===== config.mk =====
export PLATFORM = sky130hd
export DESIGN_NAME = intirvx_axi_arbiter_flat
export DESIGN_NICKNAME = d
export VERILOG_FILES = /design/src/rtl/intirvx_axi_arbiter_pkg.sv /design/src/rtl/axi5.sv /design/src/rtl/intirvx_axi_arb_grant.sv /design/src/rtl/intirvx_axi_arbiter.sv /design/src/flat_wrapper.sv
export SDC_FILE = /design/constraint.sdc
export NUM_CORES = 1
export LEC_CHECK = 0
export BUFFER_PORTS_ARGS = -buffer_cell sky130_fd_sc_hd__buf_2
export CAP_MARGIN = 0
export CORE_AREA = 2 2 219 221
export DETAILED_ROUTE_END_ITERATION = 8
export DIE_AREA = 0 0 221 223
export GPL_ROUTABILITY_DRIVEN = 0
export PLACE_DENSITY = 0.32
export SETUP_SLACK_MARGIN = 0.1
export SKIP_LAST_GASP = 1
export SLEW_MARGIN = 40
export SYNTH_ARGS = -nofsm -noshare
export SYNTH_HDL_FRONTEND = slang
export SYNTH_HIERARCHICAL = 1
export SYNTH_SLANG_ARGS = --single-unit

===== constraint.sdc =====
create_clock -name clk -period 1.85 [get_ports clk]
set_input_delay 0.2775 -clock clk [delete_from_list [all_inputs] [get_ports clk]]
set_output_delay 0.2775 -clock clk [all_outputs]
set_load 0.02 [all_outputs]

===== src/rtl/intirvx_axi_arbiter_pkg.sv =====
// Shared types and constants for the intirvx two-master to one-master AXI5 arbiter.
package intirvx_axi_arbiter_pkg;

  localparam int unsigned MAX_RD_OUT_DEF = 4;
  localparam int unsigned ID_W           = 4;
  localparam int unsigned ADDR_W         = 32;
  localparam int unsigned DATA_W         = 32;

  typedef enum logic {SRC_I = 1'b0, SRC_D = 1'b1} src_e;

  typedef enum logic {R_IDLE, R_OWN} rd_state_e;

  typedef enum logic [1:0] {W_IDLE, W_DATA, W_RESP} wr_state_e;

endpackage


===== src/rtl/axi5.sv =====
// AXI5 channel bundle used by the arbiter ports (address, data and response channels).
interface axi5;
  import intirvx_axi_arbiter_pkg::*;

  logic [ID_W-1:0]     awid;
  logic [ADDR_W-1:0]   awaddr;
  logic [7:0]          awlen;
  logic [2:0]          awsize;
  logic [1:0]          awburst;
  logic                awvalid;
  logic                awready;
  logic [DATA_W-1:0]   wdata;
  logic [DATA_W/8-1:0] wstrb;
  logic                wlast;
  logic                wvalid;
  logic                wready;
  logic [ID_W-1:0]     bid;
  logic [1:0]          bresp;
  logic                bvalid;
  logic                bready;
  logic [ID_W-1:0]     arid;
  logic [ADDR_W-1:0]   araddr;
  logic [7:0]          arlen;
  logic [2:0]          arsize;
  logic [1:0]          arburst;
  logic                arvalid;
  logic                arready;
  logic [ID_W-1:0]     rid;
  logic [DATA_W-1:0]   rdata;
  logic [1:0]          rresp;
  logic                rlast;
  logic                rvalid;
  logic                rready;

  modport master (
    output awid, awaddr, awlen, awsize, awburst, awvalid, input awready,
    output wdata, wstrb, wlast, wvalid, input wready,
    input bid, bresp, bvalid, output bready,
    output arid, araddr, arlen, arsize, arburst, arvalid, input arready,
    input rid, rdata, rresp, rlast, rvalid, output rready
  );

  modport slave (
    input awid, awaddr, awlen, awsize, awburst, awvalid, output awready,
    input wdata, wstrb, wlast, wvalid, output wready,
    output bid, bresp, bvalid, input bready,
    input arid, araddr, arlen, arsize, arburst, arvalid, output arready,
    output rid, rdata, rresp, rlast, rvalid, input rready
  );

endinterface


===== src/rtl/intirvx_axi_arb_grant.sv =====
// Two-way requester to one-hot grant (bit 1 = data side). Fixed d>i priority by default;
// round-robin pointer when INTIRVX_AXI_ARB_RR_EN is defined.
module intirvx_axi_arb_grant
  import intirvx_axi_arbiter_pkg::*;
(
`ifdef INTIRVX_AXI_ARB_RR_EN
  input  logic       clk,
  input  logic       rst_n,
  input  logic       take,
`endif
  input  logic [1:0] req,
  output logic [1:0] gnt
);

`ifdef INTIRVX_AXI_ARB_RR_EN
  src_e ptr_q;

  // Pointer moves to the source that lost (or did not take) the grant just issued.
  always_ff @(posedge clk or negedge rst_n) begin
    if (!rst_n) begin
      ptr_q <= SRC_I;
    end else if (take && (req != 2'b00)) begin
      ptr_q <= (gnt == 2'b10) ? SRC_I : SRC_D;
    end
  end

  always_comb begin
    gnt = req;
    if (req == 2'b11) begin
      gnt = (ptr_q == SRC_D) ? 2'b10 : 2'b01;
    end
  end
`else
  always_comb begin
    gnt = req[1] ? 2'b10 : {1'b0, req[0]};
  end
`endif

endmodule


===== src/rtl/intirvx_axi_arbiter.sv =====
// Merges intirvx i_axi/d_axi into one AXI5 master; reads and writes arbitrated independently.
// Define INTIRVX_AXI_ARB_RR_EN for round-robin grant instead of fixed d>i priority.
module intirvx_axi_arbiter
  import intirvx_axi_arbiter_pkg::*;
#(
  parameter int unsigned MAX_RD_OUT = MAX_RD_OUT_DEF,
  parameter int unsigned CNT_W      = 4
) (
  input logic clk,
  input logic rst_n,
  axi5.slave  i_axi,
  axi5.slave  d_axi,
  axi5.master m_axi
);

  // ---------------- Read path ----------------
  rd_state_e        rd_state_q, rd_state_d;
  src_e             rd_owner_q, rd_owner_d;
  logic [CNT_W-1:0] rd_cnt_q, rd_cnt_d;
  logic [1:0]       ar_req, ar_gnt;
  logic             rd_own, rd_sel_d, rd_room, own_arvalid, ar_hs, rl_hs;

  assign ar_req = {d_axi.arvalid, i_axi.arvalid};

  intirvx_axi_arb_grant u_rd_grant (
`ifdef INTIRVX_AXI_ARB_RR_EN
    .clk   (clk),
    .rst_n (rst_n),
    .take  (rd_state_q == R_IDLE),
`endif
    .req   (ar_req),
    .gnt   (ar_gnt)
  );

  assign rd_own      = (rd_state_q == R_OWN);
  assign rd_sel_d    = (rd_owner_q == SRC_D);
  assign rd_room     = (rd_cnt_q < CNT_W'(MAX_RD_OUT));
  assign own_arvalid = rd_sel_d ? d_axi.arvalid : i_axi.arvalid;

  assign m_axi.arvalid = rd_own & rd_room & own_arvalid;
  assign m_axi.arid    = rd_sel_d ? d_axi.arid    : i_axi.arid;
  assign m_axi.araddr  = rd_sel_d ? d_axi.araddr  : i_axi.araddr;
  assign m_axi.arlen   = rd_sel_d ? d_axi.arlen   : i_axi.arlen;
  assign m_axi.arsize  = rd_sel_d ? d_axi.arsize  : i_axi.arsize;
  assign m_axi.arburst = rd_sel_d ? d_axi.arburst : i_axi.arburst;
  assign m_axi.rready  = rd_own & (rd_sel_d ? d_axi.rready : i_axi.rready);

  assign i_axi.arready = rd_own & ~rd_sel_d & rd_room & m_axi.arready;
  assign d_axi.arready = rd_own &  rd_sel_d & rd_room & m_axi.arready;
  assign i_axi.rvalid  = rd_own & ~rd_sel_d & m_axi.rvalid;
  assign d_axi.rvalid  = rd_own &  rd_sel_d & m_axi.rvalid;
  assign i_axi.rid     = m_axi.rid;
  assign d_axi.rid     = m_axi.rid;
  assign i_axi.rdata   = m_axi.rdata;
  assign d_axi.rdata   = m_axi.rdata;
  assign i_axi.rresp   = m_axi.rresp;
  assign d_axi.rresp   = m_axi.rresp;
  assign i_axi.rlast   = m_axi.rlast;
  assign d_axi.rlast   = m_axi.rlast;

  assign ar_hs = m_axi.arvalid & m_axi.arready;
  assign rl_hs = m_axi.rvalid & m_axi.rready & m_axi.rlast;

  always_comb begin
    rd_state_d = rd_state_q;
    rd_owner_d = rd_owner_q;
    rd_cnt_d   = rd_cnt_q;
    unique case (rd_state_q)
      R_IDLE: begin
        if (ar_req != 2'b00) begin
          rd_state_d = R_OWN;
          rd_owner_d = (ar_gnt == 2'b10) ? SRC_D : SRC_I;
        end
      end
      R_OWN: begin
        if (ar_hs && !rl_hs) begin
          rd_cnt_d = rd_cnt_q + 1'b1;
        end else if (!ar_hs && rl_hs) begin
          rd_cnt_d = rd_cnt_q - 1'b1;
        end
        // A pending owner AR keeps the grant even as the count drains to zero.
        if ((rd_cnt_d == '0) && !own_arvalid) begin
          rd_state_d = R_IDLE;
        end
      end
      default: rd_state_d = R_IDLE;
    endcase
  end

  always_ff @(posedge clk or negedge rst_n) begin
    if (!rst_n) begin
      rd_state_q <= R_IDLE;
      rd_owner_q <= SRC_I;
      rd_cnt_q   <= '0;
    end else begin
      rd_state_q <= rd_state_d;
      rd_owner_q <= rd_owner_d;
      rd_cnt_q   <= rd_cnt_d;
    end
  end

  // ---------------- Write path ----------------
  wr_state_e wr_state_q, wr_state_d;
  src_e      wr_owner_q, wr_owner_d;
  logic      aw_done_q, aw_done_d;
  logic [1:0] aw_req, aw_gnt;
  logic      wr_sel_d, wr_data, wr_resp, own_wlast, w_open, aw_hs, w_hs, b_hs;

  assign aw_req = {d_axi.awvalid, i_axi.awvalid};

  intirvx_axi_arb_grant u_wr_grant (
`ifdef INTIRVX_AXI_ARB_RR_EN
    .clk   (clk),
    .rst_n (rst_n),
    .take  (wr_state_q == W_IDLE),
`endif
    .req   (aw_req),
    .gnt   (aw_gnt)
  );

  assign wr_sel_d  = (wr_owner_q == SRC_D);
  assign wr_data   = (wr_state_q == W_DATA);
  assign wr_resp   = (wr_state_q == W_RESP);
  assign own_wlast = wr_sel_d ? d_axi.wlast : i_axi.wlast;
  // Early W beats may flow, but the last beat waits for the AW handshake.
  assign w_open    = aw_done_q | ~own_wlast;

  assign m_axi.awvalid = wr_data & ~aw_done_q & (wr_sel_d ? d_axi.awvalid : i_axi.awvalid);
  assign m_axi.awid    = wr_sel_d ? d_axi.awid    : i_axi.awid;
  assign m_axi.awaddr  = wr_sel_d ? d_axi.awaddr  : i_axi.awaddr;
  assign m_axi.awlen   = wr_sel_d ? d_axi.awlen   : i_axi.awlen;
  assign m_axi.awsize  = wr_sel_d ? d_axi.awsize  : i_axi.awsize;
  assign m_axi.awburst = wr_sel_d ? d_axi.awburst : i_axi.awburst;
  assign m_axi.wvalid  = wr_data & w_open & (wr_sel_d ? d_axi.wvalid : i_axi.wvalid);
  assign m_axi.wdata   = wr_sel_d ? d_axi.wdata : i_axi.wdata;
  assign m_axi.wstrb   = wr_sel_d ? d_axi.wstrb : i_axi.wstrb;
  assign m_axi.wlast   = own_wlast;
  assign m_axi.bready  = wr_resp & (wr_sel_d ? d_axi.bready : i_axi.bready);

  assign i_axi.awready = wr_data & ~wr_sel_d & ~aw_done_q & m_axi.awready;
  assign d_axi.awready = wr_data &  wr_sel_d & ~aw_done_q & m_axi.awready;
  assign i_axi.wready  = wr_data & ~wr_sel_d & w_open & m_axi.wready;
  assign d_axi.wready  = wr_data &  wr_sel_d & w_open & m_axi.wready;
  assign i_axi.bvalid  = wr_resp & ~wr_sel_d & m_axi.bvalid;
  assign d_axi.bvalid  = wr_resp &  wr_sel_d & m_axi.bvalid;
  assign i_axi.bid     = m_axi.bid;
  assign d_axi.bid     = m_axi.bid;
  assign i_axi.bresp   = m_axi.bresp;
  assign d_axi.bresp   = m_axi.bresp;

  assign aw_hs = m_axi.awvalid & m_axi.awready;
  assign w_hs  = m_axi.wvalid & m_axi.wready;
  assign b_hs  = m_axi.bvalid & m_axi.bready;

  always_comb begin
    wr_state_d = wr_state_q;
    wr_owner_d = wr_owner_q;
    aw_done_d  = aw_done_q;
    unique case (wr_state_q)
      W_IDLE: begin
        if (aw_req != 2'b00) begin
          wr_state_d = W_DATA;
          wr_owner_d = (aw_gnt == 2'b10) ? SRC_D : SRC_I;
          aw_done_d  = 1'b0;
        end
      end
      W_DATA: begin
        if (aw_hs) begin
          aw_done_d = 1'b1;
        end
        if (w_hs && own_wlast) begin
          wr_state_d = W_RESP;
        end
      end
      W_RESP: begin
        if (b_hs) begin
          wr_state_d = W_IDLE;
        end
      end
      default: wr_state_d = W_IDLE;
    endcase
  end

  always_ff @(posedge clk or negedge rst_n) begin
    if (!rst_n) begin
      wr_state_q <= W_IDLE;
      wr_owner_q <= SRC_I;
      aw_done_q  <= 1'b0;
    end else begin
      wr_state_q <= wr_state_d;
      wr_owner_q <= wr_owner_d;
      aw_done_q  <= aw_done_d;
    end
  end

endmodule


===== src/flat_wrapper.sv =====
// flat-port wrapper written by rule: the top's interface ports become plain ports
module intirvx_axi_arbiter_flat import intirvx_axi_arbiter_pkg::*;
#(
  parameter int unsigned MAX_RD_OUT = MAX_RD_OUT_DEF,
  parameter int unsigned CNT_W      = 4
)
  (clk, rst_n, i_axi_awid, i_axi_awaddr, i_axi_awlen, i_axi_awsize, i_axi_awburst, i_axi_awvalid, i_axi_awready, i_axi_wdata, i_axi_wstrb, i_axi_wlast, i_axi_wvalid, i_axi_wready, i_axi_bid, i_axi_bresp, i_axi_bvalid, i_axi_bready, i_axi_arid, i_axi_araddr, i_axi_arlen, i_axi_arsize, i_axi_arburst, i_axi_arvalid, i_axi_arready, i_axi_rid, i_axi_rdata, i_axi_rresp, i_axi_rlast, i_axi_rvalid, i_axi_rready, d_axi_awid, d_axi_awaddr, d_axi_awlen, d_axi_awsize, d_axi_awburst, d_axi_awvalid, d_axi_awready, d_axi_wdata, d_axi_wstrb, d_axi_wlast, d_axi_wvalid, d_axi_wready, d_axi_bid, d_axi_bresp, d_axi_bvalid, d_axi_bready, d_axi_arid, d_axi_araddr, d_axi_arlen, d_axi_arsize, d_axi_arburst, d_axi_arvalid, d_axi_arready, d_axi_rid, d_axi_rdata, d_axi_rresp, d_axi_rlast, d_axi_rvalid, d_axi_rready, m_axi_awid, m_axi_awaddr, m_axi_awlen, m_axi_awsize, m_axi_awburst, m_axi_awvalid, m_axi_awready, m_axi_wdata, m_axi_wstrb, m_axi_wlast, m_axi_wvalid, m_axi_wready, m_axi_bid, m_axi_bresp, m_axi_bvalid, m_axi_bready, m_axi_arid, m_axi_araddr, m_axi_arlen, m_axi_arsize, m_axi_arburst, m_axi_arvalid, m_axi_arready, m_axi_rid, m_axi_rdata, m_axi_rresp, m_axi_rlast, m_axi_rvalid, m_axi_rready);
  axi5 i_axi_i ();
  axi5 d_axi_i ();
  axi5 m_axi_i ();
  input logic clk;
  input logic rst_n;
  input wire logic [$bits(i_axi_i.awid)-1:0] i_axi_awid;
  input wire logic [$bits(i_axi_i.awaddr)-1:0] i_axi_awaddr;
  input wire logic [$bits(i_axi_i.awlen)-1:0] i_axi_awlen;
  input wire logic [$bits(i_axi_i.awsize)-1:0] i_axi_awsize;
  input wire logic [$bits(i_axi_i.awburst)-1:0] i_axi_awburst;
  input wire logic [$bits(i_axi_i.awvalid)-1:0] i_axi_awvalid;
  output wire logic [$bits(i_axi_i.awready)-1:0] i_axi_awready;
  input wire logic [$bits(i_axi_i.wdata)-1:0] i_axi_wdata;
  input wire logic [$bits(i_axi_i.wstrb)-1:0] i_axi_wstrb;
  input wire logic [$bits(i_axi_i.wlast)-1:0] i_axi_wlast;
  input wire logic [$bits(i_axi_i.wvalid)-1:0] i_axi_wvalid;
  output wire logic [$bits(i_axi_i.wready)-1:0] i_axi_wready;
  output wire logic [$bits(i_axi_i.bid)-1:0] i_axi_bid;
  output wire logic [$bits(i_axi_i.bresp)-1:0] i_axi_bresp;
  output wire logic [$bits(i_axi_i.bvalid)-1:0] i_axi_bvalid;
  input wire logic [$bits(i_axi_i.bready)-1:0] i_axi_bready;
  input wire logic [$bits(i_axi_i.arid)-1:0] i_axi_arid;
  input wire logic [$bits(i_axi_i.araddr)-1:0] i_axi_araddr;
  input wire logic [$bits(i_axi_i.arlen)-1:0] i_axi_arlen;
  input wire logic [$bits(i_axi_i.arsize)-1:0] i_axi_arsize;
  input wire logic [$bits(i_axi_i.arburst)-1:0] i_axi_arburst;
  input wire logic [$bits(i_axi_i.arvalid)-1:0] i_axi_arvalid;
  output wire logic [$bits(i_axi_i.arready)-1:0] i_axi_arready;
  output wire logic [$bits(i_axi_i.rid)-1:0] i_axi_rid;
  output wire logic [$bits(i_axi_i.rdata)-1:0] i_axi_rdata;
  output wire logic [$bits(i_axi_i.rresp)-1:0] i_axi_rresp;
  output wire logic [$bits(i_axi_i.rlast)-1:0] i_axi_rlast;
  output wire logic [$bits(i_axi_i.rvalid)-1:0] i_axi_rvalid;
  input wire logic [$bits(i_axi_i.rready)-1:0] i_axi_rready;
  input wire logic [$bits(d_axi_i.awid)-1:0] d_axi_awid;
  input wire logic [$bits(d_axi_i.awaddr)-1:0] d_axi_awaddr;
  input wire logic [$bits(d_axi_i.awlen)-1:0] d_axi_awlen;
  input wire logic [$bits(d_axi_i.awsize)-1:0] d_axi_awsize;
  input wire logic [$bits(d_axi_i.awburst)-1:0] d_axi_awburst;
  input wire logic [$bits(d_axi_i.awvalid)-1:0] d_axi_awvalid;
  output wire logic [$bits(d_axi_i.awready)-1:0] d_axi_awready;
  input wire logic [$bits(d_axi_i.wdata)-1:0] d_axi_wdata;
  input wire logic [$bits(d_axi_i.wstrb)-1:0] d_axi_wstrb;
  input wire logic [$bits(d_axi_i.wlast)-1:0] d_axi_wlast;
  input wire logic [$bits(d_axi_i.wvalid)-1:0] d_axi_wvalid;
  output wire logic [$bits(d_axi_i.wready)-1:0] d_axi_wready;
  output wire logic [$bits(d_axi_i.bid)-1:0] d_axi_bid;
  output wire logic [$bits(d_axi_i.bresp)-1:0] d_axi_bresp;
  output wire logic [$bits(d_axi_i.bvalid)-1:0] d_axi_bvalid;
  input wire logic [$bits(d_axi_i.bready)-1:0] d_axi_bready;
  input wire logic [$bits(d_axi_i.arid)-1:0] d_axi_arid;
  input wire logic [$bits(d_axi_i.araddr)-1:0] d_axi_araddr;
  input wire logic [$bits(d_axi_i.arlen)-1:0] d_axi_arlen;
  input wire logic [$bits(d_axi_i.arsize)-1:0] d_axi_arsize;
  input wire logic [$bits(d_axi_i.arburst)-1:0] d_axi_arburst;
  input wire logic [$bits(d_axi_i.arvalid)-1:0] d_axi_arvalid;
  output wire logic [$bits(d_axi_i.arready)-1:0] d_axi_arready;
  output wire logic [$bits(d_axi_i.rid)-1:0] d_axi_rid;
  output wire logic [$bits(d_axi_i.rdata)-1:0] d_axi_rdata;
  output wire logic [$bits(d_axi_i.rresp)-1:0] d_axi_rresp;
  output wire logic [$bits(d_axi_i.rlast)-1:0] d_axi_rlast;
  output wire logic [$bits(d_axi_i.rvalid)-1:0] d_axi_rvalid;
  input wire logic [$bits(d_axi_i.rready)-1:0] d_axi_rready;
  output wire logic [$bits(m_axi_i.awid)-1:0] m_axi_awid;
  output wire logic [$bits(m_axi_i.awaddr)-1:0] m_axi_awaddr;
  output wire logic [$bits(m_axi_i.awlen)-1:0] m_axi_awlen;
  output wire logic [$bits(m_axi_i.awsize)-1:0] m_axi_awsize;
  output wire logic [$bits(m_axi_i.awburst)-1:0] m_axi_awburst;
  output wire logic [$bits(m_axi_i.awvalid)-1:0] m_axi_awvalid;
  input wire logic [$bits(m_axi_i.awready)-1:0] m_axi_awready;
  output wire logic [$bits(m_axi_i.wdata)-1:0] m_axi_wdata;
  output wire logic [$bits(m_axi_i.wstrb)-1:0] m_axi_wstrb;
  output wire logic [$bits(m_axi_i.wlast)-1:0] m_axi_wlast;
  output wire logic [$bits(m_axi_i.wvalid)-1:0] m_axi_wvalid;
  input wire logic [$bits(m_axi_i.wready)-1:0] m_axi_wready;
  input wire logic [$bits(m_axi_i.bid)-1:0] m_axi_bid;
  input wire logic [$bits(m_axi_i.bresp)-1:0] m_axi_bresp;
  input wire logic [$bits(m_axi_i.bvalid)-1:0] m_axi_bvalid;
  output wire logic [$bits(m_axi_i.bready)-1:0] m_axi_bready;
  output wire logic [$bits(m_axi_i.arid)-1:0] m_axi_arid;
  output wire logic [$bits(m_axi_i.araddr)-1:0] m_axi_araddr;
  output wire logic [$bits(m_axi_i.arlen)-1:0] m_axi_arlen;
  output wire logic [$bits(m_axi_i.arsize)-1:0] m_axi_arsize;
  output wire logic [$bits(m_axi_i.arburst)-1:0] m_axi_arburst;
  output wire logic [$bits(m_axi_i.arvalid)-1:0] m_axi_arvalid;
  input wire logic [$bits(m_axi_i.arready)-1:0] m_axi_arready;
  input wire logic [$bits(m_axi_i.rid)-1:0] m_axi_rid;
  input wire logic [$bits(m_axi_i.rdata)-1:0] m_axi_rdata;
  input wire logic [$bits(m_axi_i.rresp)-1:0] m_axi_rresp;
  input wire logic [$bits(m_axi_i.rlast)-1:0] m_axi_rlast;
  input wire logic [$bits(m_axi_i.rvalid)-1:0] m_axi_rvalid;
  output wire logic [$bits(m_axi_i.rready)-1:0] m_axi_rready;
  assign i_axi_i.awid = i_axi_awid;
  assign i_axi_i.awaddr = i_axi_awaddr;
  assign i_axi_i.awlen = i_axi_awlen;
  assign i_axi_i.awsize = i_axi_awsize;
  assign i_axi_i.awburst = i_axi_awburst;
  assign i_axi_i.awvalid = i_axi_awvalid;
  assign i_axi_awready = i_axi_i.awready;
  assign i_axi_i.wdata = i_axi_wdata;
  assign i_axi_i.wstrb = i_axi_wstrb;
  assign i_axi_i.wlast = i_axi_wlast;
  assign i_axi_i.wvalid = i_axi_wvalid;
  assign i_axi_wready = i_axi_i.wready;
  assign i_axi_bid = i_axi_i.bid;
  assign i_axi_bresp = i_axi_i.bresp;
  assign i_axi_bvalid = i_axi_i.bvalid;
  assign i_axi_i.bready = i_axi_bready;
  assign i_axi_i.arid = i_axi_arid;
  assign i_axi_i.araddr = i_axi_araddr;
  assign i_axi_i.arlen = i_axi_arlen;
  assign i_axi_i.arsize = i_axi_arsize;
  assign i_axi_i.arburst = i_axi_arburst;
  assign i_axi_i.arvalid = i_axi_arvalid;
  assign i_axi_arready = i_axi_i.arready;
  assign i_axi_rid = i_axi_i.rid;
  assign i_axi_rdata = i_axi_i.rdata;
  assign i_axi_rresp = i_axi_i.rresp;
  assign i_axi_rlast = i_axi_i.rlast;
  assign i_axi_rvalid = i_axi_i.rvalid;
  assign i_axi_i.rready = i_axi_rready;
  assign d_axi_i.awid = d_axi_awid;
  assign d_axi_i.awaddr = d_axi_awaddr;
  assign d_axi_i.awlen = d_axi_awlen;
  assign d_axi_i.awsize = d_axi_awsize;
  assign d_axi_i.awburst = d_axi_awburst;
  assign d_axi_i.awvalid = d_axi_awvalid;
  assign d_axi_awready = d_axi_i.awready;
  assign d_axi_i.wdata = d_axi_wdata;
  assign d_axi_i.wstrb = d_axi_wstrb;
  assign d_axi_i.wlast = d_axi_wlast;
  assign d_axi_i.wvalid = d_axi_wvalid;
  assign d_axi_wready = d_axi_i.wready;
  assign d_axi_bid = d_axi_i.bid;
  assign d_axi_bresp = d_axi_i.bresp;
  assign d_axi_bvalid = d_axi_i.bvalid;
  assign d_axi_i.bready = d_axi_bready;
  assign d_axi_i.arid = d_axi_arid;
  assign d_axi_i.araddr = d_axi_araddr;
  assign d_axi_i.arlen = d_axi_arlen;
  assign d_axi_i.arsize = d_axi_arsize;
  assign d_axi_i.arburst = d_axi_arburst;
  assign d_axi_i.arvalid = d_axi_arvalid;
  assign d_axi_arready = d_axi_i.arready;
  assign d_axi_rid = d_axi_i.rid;
  assign d_axi_rdata = d_axi_i.rdata;
  assign d_axi_rresp = d_axi_i.rresp;
  assign d_axi_rlast = d_axi_i.rlast;
  assign d_axi_rvalid = d_axi_i.rvalid;
  assign d_axi_i.rready = d_axi_rready;
  assign m_axi_awid = m_axi_i.awid;
  assign m_axi_awaddr = m_axi_i.awaddr;
  assign m_axi_awlen = m_axi_i.awlen;
  assign m_axi_awsize = m_axi_i.awsize;
  assign m_axi_awburst = m_axi_i.awburst;
  assign m_axi_awvalid = m_axi_i.awvalid;
  assign m_axi_i.awready = m_axi_awready;
  assign m_axi_wdata = m_axi_i.wdata;
  assign m_axi_wstrb = m_axi_i.wstrb;
  assign m_axi_wlast = m_axi_i.wlast;
  assign m_axi_wvalid = m_axi_i.wvalid;
  assign m_axi_i.wready = m_axi_wready;
  assign m_axi_i.bid = m_axi_bid;
  assign m_axi_i.bresp = m_axi_bresp;
  assign m_axi_i.bvalid = m_axi_bvalid;
  assign m_axi_bready = m_axi_i.bready;
  assign m_axi_arid = m_axi_i.arid;
  assign m_axi_araddr = m_axi_i.araddr;
  assign m_axi_arlen = m_axi_i.arlen;
  assign m_axi_arsize = m_axi_i.arsize;
  assign m_axi_arburst = m_axi_i.arburst;
  assign m_axi_arvalid = m_axi_i.arvalid;
  assign m_axi_i.arready = m_axi_arready;
  assign m_axi_i.rid = m_axi_rid;
  assign m_axi_i.rdata = m_axi_rdata;
  assign m_axi_i.rresp = m_axi_rresp;
  assign m_axi_i.rlast = m_axi_rlast;
  assign m_axi_i.rvalid = m_axi_rvalid;
  assign m_axi_rready = m_axi_i.rready;
  intirvx_axi_arbiter #(.MAX_RD_OUT(MAX_RD_OUT), .CNT_W(CNT_W)) u_core (.clk(clk), .rst_n(rst_n), .i_axi(i_axi_i), .d_axi(d_axi_i), .m_axi(m_axi_i));
endmodule

==> results of run 1 <==
-- per-stage QoR --
step,std cells,utilization,setup TNS (ns),area [µm²]
floorplan,322,-,0,3060
global placement,1286,0.115,0,5440
detailed placement,1286,0.115,0,5440
CTS,1302,0.123,-0.443,5820
global route,1309,0.131,-2.40,6190
finish,1309,0.131,0,6190
-- power breakdown --
| part | total [W] | switching [W] | leakage, nW | internal (W) |
|---|---|---|---|---|
| logic | 0.00602 | 0.00294 | 2.87 | 0.00308 |
| registers | 0.000481 | 0.000152 | 0.115 | 0.000329 |
| clock network | 0.000461 | 0.000133 | 0.0442 | 0.000328 |
| total | 0.00696 | 0.00322 | 3.03 | 0.00374 |
-- what timing repair did --
| item | CTS | global route |
|---|---|---|
| setup endpoints to repair | 127 | 145 |
| setup buffers | 8 | 5 |
| pin swaps | 0 | 5 |
| hold buffers | 1 | 0 |
| hold endpoints to repair | 10 | 0 |
| resized for setup | 36 | 81 |
| gates cloned | 3 | 3 |
-- cell usage after synthesis (all sizes together), types with 2 or more instances --
master    n
nor2      8
ha        2
nand2b    2
a211oi    4
inv       9
o211ai    2
mux2i     4
nor4      3
nand3b    2
o21ai     2
nand2     3
nor2b     3
xnor2     2
dfrtp    10
clkbuf    5
nor3      5
buf     103
xor2      2
mux2    136
-- per-layer routing --
layer	routed length (µm)	share of wire	track usage
met5	13	0.00082	0
met3	2200	0.14	0.0298
met2	8110	0.51	0.107
met1	4930	0.31	0.0512
met4	629	0.040	0.0273
-- cell families (layout without fill, tap and decap cells) --
group,after synthesis,count (layout),synth area share
buf+inv,117,489,0.261
fa+ha+maj,2,2,0.00822
simple gates,34,34,0.0691
compound gates,15,15,0.0440
flops,10,10,0.0822
mux,140,140,0.522
xor+xnor,4,4,0.0140
-- cell usage in the layout (no fill, tap or decap), types with 2 or more instances in the layout --
cell and instances:
a211oi_2 2, nor4_4 2, o21ai_0 2, mux2_4 15, inv_1 8, buf_4 26
nand2_1 3, mux2i_1 3, nor2_1 8, dfrtp_1 7, nor3_2 2, ha_1 2
buf_12 3, buf_6 36, nor3_1 2, buf_16 3, buf_2 401, dfrtp_2 2
clkbuf_16 6, mux2_2 121, nor2b_4 2, nand3b_1 2, buf_8 2, xnor2_1 2
-- state kept, by name, summed over array words and instances, names as in the netlist --
name               count
u_core/wr_state_q      2
u_core/rd_owner_q      1
u_core/wr_owner_q      1
u_core/rd_cnt_q        4
u_core/rd_own          1
u_core/aw_done_q       1
-- layout make-up --
class,instances,area [µm²]
Multi-Input combinational cell,195,2150
Clock buffer,4,88.8
Timing Repair Buffer,476,2900
Fill cell,5389,41000
Sequential cell,10,256
Tap cell,615,769
Inverter,9,33.8
-- worst max-delay path, delay by kind of cell (launching register included) --
kind / cells / cell delay (ns)
DFF: 1 / 0.51
buffers and inverters: 3 / 0.49
muxes: 1 / 0.30
-- final timing paths --
| kind | cells past startpoint | to | startpoint |
|---|---|---|---|
| worst min-delay path | 3 | u_core/rd_owner_q | d_axi_arvalid |
| max in group asynchronous | 2 | u_core/wr_owner_q | rst_n |
| min in group asynchronous | 2 | u_core/rd_owner_q | rst_n |
| worst max-delay path | 4 | m_axi_awaddr[24] | u_core/wr_owner_q |
| worst min register to register | 1 | u_core/rd_cnt_q[3] | u_core/rd_cnt_q[3] |
| worst max register to register | 6 | u_core/rd_own | u_core/rd_owner_q |
==> results.rst, run 1 <==
.. list-table::
   :header-rows: 1

   * - Metric
     - Value
   * - Result of the run
     - finished clean
   * - Number of design rule violations left after detail routing
     - 0
   * - Total die area
     - 49300 µm²
   * - Core Rows
     - 80
   * - Tcrit/Tclk final
     - 0.996
   * - Power after layout
     - ~0.0070 W
   * - Slew HR
     - 0.727
   * - Post-CTS clock slew at the launch and capture registers of the worst setup and hold paths
     - approximately 0.050 ns
   * - Worst reg-to-reg setup slack
     - ~0.02 ns
   * - Setup repair after global routing missed its margin
     - true
   * - Root cell of the clock tree
     - clkbuf_16
   * - Inserted Clock Buffers
     - 3
   * - All-layer global routing usage
     - 0.0577
   * - CTS H-tree depth
     - 1
   * - EDFF count, synth
     - 0
   * - Critical Path Start Type
     - flop
   * - Cell Pwr Density
     - between 1000 and 1500 nW/µm²
   * - Commonest register cell after synthesis
     - dfrtp_1
   * - Synthesized area per cell
     - approximately 9.5 µm²
   * - Share of post-route cells with drive strength above 1
     - 0.919
   * - Endpoint type of the worst setup path
     - primary output
   * - Fin. Hold Viols
     - 0
   * - Arrival time at the worst endpoint
     - around 1.6 ns
   * - Hold slack final
     - 0.352 ns
   * - Worst slew pin tran
     - a little over 0.4 ns
   * - Via count of the first global-routing pass
     - around 3800
   * - Pin count of the biggest net entering global routing
     - 22
   * - Area growth, synth to finish
     - 103%
   * - Fraction of the yosys area taken by sequential cells
     - 0.0822
   * - Total congestion overflow after global routing
     - 0
   * - Async set or reset register ratio after synthesis
     - 1.00
   * - Maximum number of buffers from clock root to sink
     - 2
   * - First-pass GRT wire length
     - roughly 21000 µm
   * - Cells traversed along the worst timing path
     - buf_12, buf_4, mux2_2, buf_4
   * - Leakage power figure
     - about 3 nW
   * - Starting DRT DRC Count
     - 89
   * - Worst setup slack after layout
     - between 0.006 and 0.007 ns
   * - Clk Latency, worst-skew pair
     - roughly 0.25 ns
   * - Net count after synthesis
     - 656
   * - Detailed-router iteration count before antenna repair
     - 3
   * - Cell type contributing the most total cell area after synthesis
     - mux2_2
   * - Final setup violation count
     - 0
   * - # nets final
     - around 1000
   * - Cell types with the largest area share after synthesis
     - mux2_2 50%, buf_4 23%, dfrtp_1 8.2%
   * - Final clock skew
     - around 0.00064 ns
   * - Standard cell with the maximum stage delay on the critical path
     - dfrtp_4
   * - Combined area of all synthesized cells
     - between 3000 and 4000 µm²
   * - Initial cell density of the core
     - 0.0646
   * - Unique masters post-synth
     - 44
   * - Delay of the slowest cell on the worst path
     - 0.51 ns
   * - Total wire length
     - around 16000 µm
   * - Via Count
     - a little under 4000
   * - Worst slack at placement
     - a little under 0.1 ns
   * - Placeable Area
     - 47100 µm²
   * - CP Max Fanout
     - 12
   * - Classification of the worst-slack hold path
     - input pin to flop
   * - Flop and latch count out of synthesis
     - 10
   * - CP required
     - between 1.5 and 2 ns
   * - Antenna violations before repair
     - 3
   * - Routed length per placed instance
     - approximately 12 µm
   * - Dominant cell type by count on the critical path
     - buf_4
   * - VDD IR-drop max
     - about 0.00049 V
   * - Number of antenna repair diodes
     - 0
   * - Ports
     - approximately 570
   * - Input/output buffers
     - 439
   * - # clock sinks
     - 10
   * - Maximum clock frequency
     - 542 MHz
   * - Via-to-Cell Ratio
     - approximately 3.0
   * - YS warnings
     - 6
   * - Start-to-end type of the worst setup path
     - flop to primary output
   * - CTS tree
     - done
   * - Number of max-capacitance violations reported
     - 0
   * - Max Transition Viols Final
     - 0
   * - Die Width
     - ~220 µm
   * - Antenna Nets Post-Route
     - 0
   * - HPWL after detailed placement
     - around 14000 µm
   * - Fraction of synthesized cell area taken by the top area cell type
     - 0.499
   * - Vert. Die Dim
     - about 220 µm
   * - Synth Instances
     - 322
   * - Final min period
     - about 1.8 ns
Power figures use the tool's default switching activity.
==> run 2, diff against run 1 <==
Settings changed: BUFFER_PORTS_ARGS -buffer_cell sky130_fd_sc_hd__buf_2 to -buffer_cell sky130_fd_sc_hd__buf_4, CAP_MARGIN 0 to default.
==> run 2 against run 1 <==
Compared with the run above: the flow now finishes with violations (negative setup slack); combinational power increased by 15%; register-to-register slack got worse by 0.04 ns; final cell count decreased by 0.15%; highest routed layer is now met4.
==> results.rst, run 2 (synthesis gave the netlist of run 1 again) <==
.. list-table::
   :header-rows: 1

   * - Metric
     - Value
   * - CTS tree
     - done (unchanged)
   * - Max Transition Viols Final
     - 0 (unchanged)
   * - Antenna violations before repair
     - 2 (was 3)
   * - Total die area
     - 49300 µm² (unchanged)
   * - Final setup violation count
     - 9 (was 0)
   * - Number of instances on the worst hold path
     - 3 (unchanged)
   * - Maximum number of buffers from clock root to sink
     - 2 (unchanged)
   * - Maximum clock frequency
     - 535 MHz (was 542 MHz)
   * - Fin. Hold Viols
     - 0 (unchanged)
   * - Final clock skew
     - 0.000919 ns (was 0.000639 ns)
   * - All-layer global routing usage
     - 0.0654 (was 0.0577)
   * - Detailed-router iteration count before antenna repair
     - 4 (was 3)
   * - Core Rows
     - 80 (unchanged)
   * - Arrival time at the worst endpoint
     - 2.00 ns (was 1.57 ns)
   * - Root cell of the clock tree
     - clkbuf_16 (unchanged)
   * - Area growth, synth to finish
     - 140% (was 103%)
   * - Ports
     - 572 (unchanged)
   * - Cell Pwr Density
     - 1080 nW/µm² (was 1120 nW/µm²)
   * - HPWL after detailed placement
     - 14700 µm (was 13600 µm)
   * - Reg2Reg Depth
     - 7 (was 6)
   * - Worst reg-to-reg setup slack
     - -0.02 ns (was 0.02 ns)
   * - Endpoint type of the worst setup path
     - flop (was primary output)
   * - Clk Latency, worst-skew pair
     - 0.25 ns (about the same)
   * - Number of buffers and inverters on the critical path
     - 2 (was 3)
   * - Violated checks
     - negative setup slack
   * - VDD IR-drop max
     - 0.000557 V (was 0.000489 V)
   * - R2R Path Start
     - u_core/rd_owner_q (unchanged)
   * - Fraction of the core area covered by cells at the end of the flow
     - 0.155 (was 0.131)
   * - Worst slack at placement
     - 0.133 ns (was 0.0976 ns)
   * - Die Width
     - 221 µm (unchanged)
   * - Initial cell density of the core
     - 0.0646 (unchanged)
   * - # nets final
     - 1026 (was 1029)
   * - Via Count
     - 3987 (was 3947)
   * - Total placed instance area
     - 6470 µm² (was 5440 µm²)
   * - Worst slew pin tran
     - 0.454 ns (was 0.406 ns)
   * - Antenna Nets Post-Route
     - 0 (unchanged)
   * - Pin count of the biggest net entering global routing
     - 51 (was 22)
   * - Largest register FFs
     - 4 (unchanged)
   * - Setup repair after global routing missed its margin
     - true (unchanged)
   * - First-pass GRT wire length
     - 24400 µm (was 21400 µm)
   * - Delay of the slowest cell on the worst path
     - 0.46 ns (was 0.51 ns)
   * - Critical Path Start Type
     - flop (unchanged)
   * - Routed length per placed instance
     - 14.0 µm (was 12.1 µm)
   * - Inserted Clock Buffers
     - 3 (unchanged)
   * - Classification of the worst-slack hold path
     - input pin to flop (unchanged)
   * - Top Family by Delay on Critical Path
     - compound AO/OA/AOI/OAI gates (was flip-flops)
   * - # clock sinks
     - 10 (unchanged)
   * - Starting DRT DRC Count
     - 101 (was 89)
   * - Top library cells by usage in the layout, fill and taps aside
     - 402 x buf_4, 116 x mux2_2, 53 x buf_6, 20 x mux2_4 (was 401 x buf_2, 121 x mux2_2, 36 x buf_6, 26 x buf_4, 15 x mux2_4)
   * - Critical R2R Capture
     - u_core/rd_own (unchanged)
   * - Input/output buffers
     - 439 (unchanged)
   * - Start-to-end type of the worst setup path
     - flop to flop (was flop to primary output)
   * - HP Start
     - d_axi_awvalid (was d_axi_arvalid)
   * - Cells traversed along the worst timing path
     - buf_6, mux2_4, buf_4, o211ai_2, o2bb2ai_2, xor2_2, o31a_1 (was buf_12, buf_4, mux2_2, buf_4)
   * - Result of the run
     - complete, but fails checks (was finished clean)
   * - Slew HR
     - 0.695 (was 0.727)
   * - Total congestion overflow after global routing
     - 0 (unchanged)
   * - CTS H-tree depth
     - 1 (unchanged)
   * - Register with the highest flop count
     - u_core/rd_cnt_q (unchanged)
   * - Sink of the worst hold path
     - u_core/wr_owner_q (was u_core/rd_owner_q)
   * - Placeable Area
     - 47100 µm² (unchanged)
   * - Standard cell with the maximum stage delay on the critical path
     - dfrtp_2 (was dfrtp_4)
   * - Via-to-Cell Ratio
     - 3.05 (was 3.02)
   * - Leading registers by flop count
     - u_core/rd_cnt_q (4), u_core/wr_state_q (2) (unchanged)
   * - Leakage power figure
     - 3.40 nW (was 3.03 nW)
   * - Final Cell Area
     - 7310 µm² (was 6190 µm²)
   * - Worst setup slack after layout
     - -0.0181 ns (was 0.00660 ns)
   * - Total number of cells along the worst setup path
     - 7 (was 4)
   * - Number of filler instances in the final layout
     - 5350 (was 5389)
   * - Most common cell after layout, fill and taps aside
     - buf_4 (was buf_2)
   * - Total wire length
     - 18300 µm (was 15900 µm)
   * - Via count of the first global-routing pass
     - 4047 (was 3831)
   * - Post-CTS clock slew at the launch and capture registers of the worst setup and hold paths
     - 0.05 ns (about the same)
   * - Vert. Die Dim
     - 223 µm (unchanged)
   * - Final min period
     - 1.87 ns (was 1.84 ns)
   * - CP Max Fanout
     - 4 (was 12)
   * - Number of max-capacitance violations reported
     - 0 (unchanged)
   * - Number of design rule violations left after detail routing
     - 0 (unchanged)
   * - Tcrit/Tclk final
     - 1.01 (was 0.996)
   * - CP required
     - 1.99 ns (was 1.57 ns)
   * - Share of post-route cells with drive strength above 1
     - 0.918 (was 0.919)
## run 2: cell type report
class                   instances  area [µm²]  area share
flip-flops and latches         10         256      0.0351
diodes                          1        2.50    0.000343
repair buffers                473        4000       0.547
multi-input cells             195        2160       0.295
clock buffers                   4        88.8      0.0122
well taps                     615         769       0.105
inverters                       9        36.3     0.00497
## run 2: metal layers
metal,global-route usage,share of wire,vias up
li1,-,-,1793
met1,0.0641,0.33,1759
met2,0.116,0.50,414
met3,0.0328,0.13,21
met4,0.0286,0.042,0
met5,0,0,-
## run 2: metrics by stage
stage / TNS [ns] / cells / hold slack [ns] / power, W
CTS: -1.20 / 1295 / 0.320 / 0.00724
global placement: 0 / 1278 / 0.158 / 0.00610
global route: -2.02 / 1307 / 0.356 / 0.00832
finish: -0.0667 / 1307 / 0.327 / 0.00787
floorplan: 0 / 322 / -0.0181 / 0.00393
detailed placement: 0 / 1278 / 0.155 / 0.00604
## run 2: worst max path at each step
stage	endpoint	slack [ns]	start
finish	u_core/rd_own	-0.02	u_core/rd_owner_q
global route	m_axi_wvalid	-0.08	u_core/wr_owner_q
CTS	m_axi_awaddr[14]	-0.04	u_core/wr_owner_q
detailed placement	u_core/rd_own	0.13	u_core/rd_owner_q
global placement	u_core/rd_own	0.14	u_core/rd_owner_q
floorplan	i_axi_awready	0.04	u_core/wr_owner_q
## run 2: worst register-to-register path: stages, from the launching register on
cell       delay [ns]
dfrtp_2          0.46
buf_6            0.16
mux2_4           0.33
buf_4            0.15
o211ai_2         0.11
o2bb2ai_2        0.13
xor2_2           0.18
o31a_1           0.24
## run 2: where the power goes
group | leakage (nW) | internal, W | switching (W)
logic | 3.25 | 0.00376 | 0.00317
registers | 0.115 | 0.000328 | 0.000141
clock network | 0.0442 | 0.000329 | 0.000142
## run 2: timing repair
item | in CTS | in global routing
resized for setup | 28 | 70
gates cloned | 5 | 4
pin swaps | 0 | 9
setup endpoints to repair | 131 | 143
setup buffers | 7 | 9
hold endpoints to repair | 10 | 0
hold buffers | 1 | 0
==> run 3, diff against run 2 <==
==> constraint.sdc (replaced) <==
create_clock -name clk -period 1.83 [get_ports clk]
set_input_delay 0.0915 -clock clk [delete_from_list [all_inputs] [get_ports clk]]
set_output_delay 0.0915 -clock clk [all_outputs]
set_load 0.02 [all_outputs]
==> run 3 against run 2 <==
Compared with the run above: the flow now finishes without violations; count of clock-buffer cells in the layout did not move; setup slack better by 0.12 ns; core utilization decreased by 1.3 points; clock skew fell by 0.00070 ns; register-to-register slack gained 0.14 ns; sequential power rose by 4%; final cell count is 1.6% lower; critical path depth decreased by 4; clock power down 6.6%; first-iteration DRC count is 51% lower; largest power group unchanged; combinational power is 15% lower; highest routed layer is now met5.
==> results.rst, run 3 (synthesis gave the netlist of run 1 again) <==
.. list-table::
   :header-rows: 1

   * - Metric
     - Value
   * - Result of the run
     - finished clean (was complete, but fails checks)
   * - Total wire length
     - 19000 µm (was 18300 µm)
   * - Non-filler cells in the finished layout
     - 1286 (was 1307)
   * - Leakage power figure
     - 3.09 nW (was 3.40 nW)
   * - CTS H-tree depth
     - 1 (unchanged)
   * - Final min period
     - approximately 1.7 ns
   * - CP Max Fanout
     - 26 (was 4)
   * - Largest register FFs
     - 4 (unchanged)
   * - Number of design rule violations left after detail routing
     - 0 (unchanged)
   * - Ports
     - 572 (unchanged)
   * - Global-route track usage on met3
     - 0.0403 (was 0.0328)
   * - Slew HR
     - 0.722 (was 0.695)
   * - Cells traversed along the worst timing path
     - bufbuf_16, mux2_2, buf_4 (was buf_6, mux2_4, buf_4, o211ai_2, o2bb2ai_2, xor2_2, o31a_1)
   * - Starting DRT DRC Count
     - 49 (was 101)
   * - M2 GR Usage
     - 0.129 (was 0.116)
   * - HP Start
     - d_axi_awvalid (unchanged)
   * - GR met1 Demand/Resource
     - 0.0708 (was 0.0641)
   * - HPWL after detailed placement
     - 16800 µm (was 14700 µm)
   * - Antenna Nets Post-Route
     - 0 (unchanged)
   * - Fin. Hold Viols
     - 0 (unchanged)
   * - # nets final
     - 1005 (was 1026)
   * - Standard cell with the maximum stage delay on the critical path
     - dfrtp_4 (was dfrtp_2)
   * - Arrival time at the worst endpoint
     - 1.64 ns (was 2.00 ns)
   * - Vert. Die Dim
     - 223 µm (unchanged)
   * - Reg2Reg Depth
     - 5 (was 7)
   * - Total die area
     - 49300 µm² (unchanged)
   * - # clock sinks
     - 10 (unchanged)
   * - Input/output buffers
     - 439 (unchanged)
   * - Share of post-route cells with drive strength above 1
     - 0.907 (was 0.918)
   * - Number of instances on the worst hold path
     - 3 (unchanged)
   * - Clk Latency, worst-skew pair
     - 0.24 ns (was 0.25 ns)
   * - Final clock skew
     - 0.000217 ns (was 0.000919 ns)
   * - Most common cell after layout, fill and taps aside
     - buf_4 (unchanged)
   * - Root cell of the clock tree
     - clkbuf_16 (unchanged)
   * - Placeable Area
     - 47100 µm² (unchanged)
   * - Die Width
     - 221 µm (unchanged)
   * - Via-to-Cell Ratio
     - 2.97 (was 3.05)
   * - Sink of the worst hold path
     - u_core/wr_owner_q (unchanged)
   * - Setup repair after global routing missed its margin
     - true (unchanged)
   * - Total congestion overflow after global routing
     - 0 (unchanged)
   * - Detailed-router iteration count before antenna repair
     - 4 (unchanged)
   * - Tcrit/Tclk final
     - 0.944
   * - Via count of the first global-routing pass
     - 4084 (was 4047)
   * - Number of buffers and inverters on the critical path
     - 2 (unchanged)
   * - Endpoint type of the worst setup path
     - primary output (was flop)
   * - Critical Path Start Type
     - flop (unchanged)
   * - Initial cell density of the core
     - 0.0646 (unchanged)
   * - Cell Pwr Density
     - 1020 nW/µm² (was 1080 nW/µm²)
   * - Highest-utilization routing layer at the global route stage
     - met2 (unchanged)
   * - Inserted Clock Buffers
     - 3 (unchanged)
   * - Worst reg-to-reg setup slack
     - 0.12 ns (was -0.02 ns)
   * - First-pass GRT wire length
     - 25800 µm (was 24400 µm)
   * - Pin count of the biggest net entering global routing
     - 54 (was 51)
   * - Maximum number of buffers from clock root to sink
     - 2 (unchanged)
   * - CTS tree
     - done (unchanged)
   * - Post-CTS clock slew at the launch and capture registers of the worst setup and hold paths
     - 0.04 ns (was 0.05 ns)
   * - Start-to-end type of the worst setup path
     - flop to primary output (was flop to flop)
   * - Critical R2R Capture
     - u_core/rd_own (unchanged)
   * - Delay of the slowest cell on the worst path
     - 0.50 ns (was 0.46 ns)
   * - Via Count
     - 3823 (was 3987)
   * - R2R Path Start
     - u_core/rd_owner_q (unchanged)
   * - Worst slew pin tran
     - 0.414 ns (was 0.454 ns)
   * - Max Transition Viols Final
     - 0 (unchanged)
   * - VDD IR-drop max
     - 0.000619 V (was 0.000557 V)
   * - Fraction of the core area covered by cells at the end of the flow
     - 0.142 (was 0.155)
   * - Top library cells by usage in the layout, fill and taps aside
     - 445 x buf_4, 135 x mux2_2, 8 x inv_1, 8 x dfrtp_1, 7 x nor2_1 (was 402 x buf_4, 116 x mux2_2, 53 x buf_6, 20 x mux2_4)
   * - Maximum clock frequency
     - around 580 MHz
   * - Total negative slack
     - 0 ns (was -0.0667 ns)
   * - Top Family by Delay on Critical Path
     - buffers and inverters (was compound AO/OA/AOI/OAI gates)
   * - Total placed cells including tap cells
     - 1276 (was 1278)
   * - Register with the highest flop count
     - u_core/rd_cnt_q (unchanged)
   * - Final setup violation count
     - 0 (was 9)
   * - Leading registers by flop count
     - u_core/rd_cnt_q (4), u_core/wr_state_q (2) (unchanged)
   * - Area growth, synth to finish
     - 120% (was 140%)
   * - Classification of the worst-slack hold path
     - input pin to flop (unchanged)
   * - CP required
     - 1.74 ns (was 1.99 ns)
   * - Antenna violations before repair
     - 3 (was 2)
   * - All-layer global routing usage
     - 0.0702 (was 0.0654)
   * - Routed length per placed instance
     - 14.7 µm (was 14.0 µm)
   * - Core Rows
     - 80 (unchanged)
   * - Number of max-capacitance violations reported
     - 0 (unchanged)
## run 3: worst register-to-register path: cells and delay by family, from the launching register on
family	cells	cell delay, ns
xor+xnor	1	0.09
compound gates	3	0.69
flops	1	0.45
mux	1	0.36
## run 3: timing repair
action | 4_1_cts | 5_1_grt
hold endpoints to repair | 10 | 0
pin swaps | 0 | 1
setup endpoints to repair | 124 | 89
resized for setup | 12 | 7
buffers inserted | 3 | 0
cloned | 1 | 0
hold buffers | 1 | 0
## run 3: worst max path at each step
stage                  startpoint               end  slack, ns  depth (start not counted)
6_report        u_core/wr_owner_q  m_axi_awaddr[11]       0.10                          3
5_1_grt         u_core/wr_owner_q  m_axi_awaddr[23]       0.04                          3
4_1_cts         u_core/wr_owner_q  m_axi_awaddr[11]       0.06                          3
3_5_place_dp   u_core/rd_cnt_q[3]     u_core/rd_own       0.13                          5
3_3_place_gp        u_core/rd_own     u_core/rd_own       0.09                          5
2_1_floorplan   u_core/rd_owner_q     u_core/rd_own       0.16                          6
## run 3: stage by stage
| stage | instance area, µm² | power [W] | hold slack (ns) | worst slack [ns] |
|---|---|---|---|---|
| 2_1_floorplan | 3050 | 0.00396 | -0.204 | 0.164 |
| 3_3_place_gp | 6430 | 0.00622 | -0.0503 | 0.0892 |
| 3_5_place_dp | 6430 | 0.00617 | -0.0543 | 0.130 |
| 4_1_cts | 6640 | 0.00690 | 0.159 | 0.0580 |
| 5_1_grt | 6680 | 0.00724 | 0.162 | 0.0426 |
| 6_report | 6680 | 0.00682 | 0.160 | 0.102 |
## run 3: final cells by class
class                           instances  area (µm²)
Clock buffer                            4        88.8
Sequential cell                        10         255
Inverter                                9        33.8
Antenna cell                            1        2.50
Multi-Input combinational cell        195        2060
Tap cell                              615         769
Timing Repair Buffer                  452        3470
Fill cell                            5397       40500
## run 3: routing by layer
metal	routed length, µm	vias up
met5	23	-
met4	46	4
met3	2680	6
met2	9570	403
met1	6630	1663
li1	-	1747
## run 3: report_power, final
part	leakage, nW	internal [W]	total [W]	switching (W)
sequential	0.116	0.000331	0.000487	0.000157
combinational	2.93	0.00299	0.00589	0.00291
clock	0.0442	0.000330	0.000440	0.000111
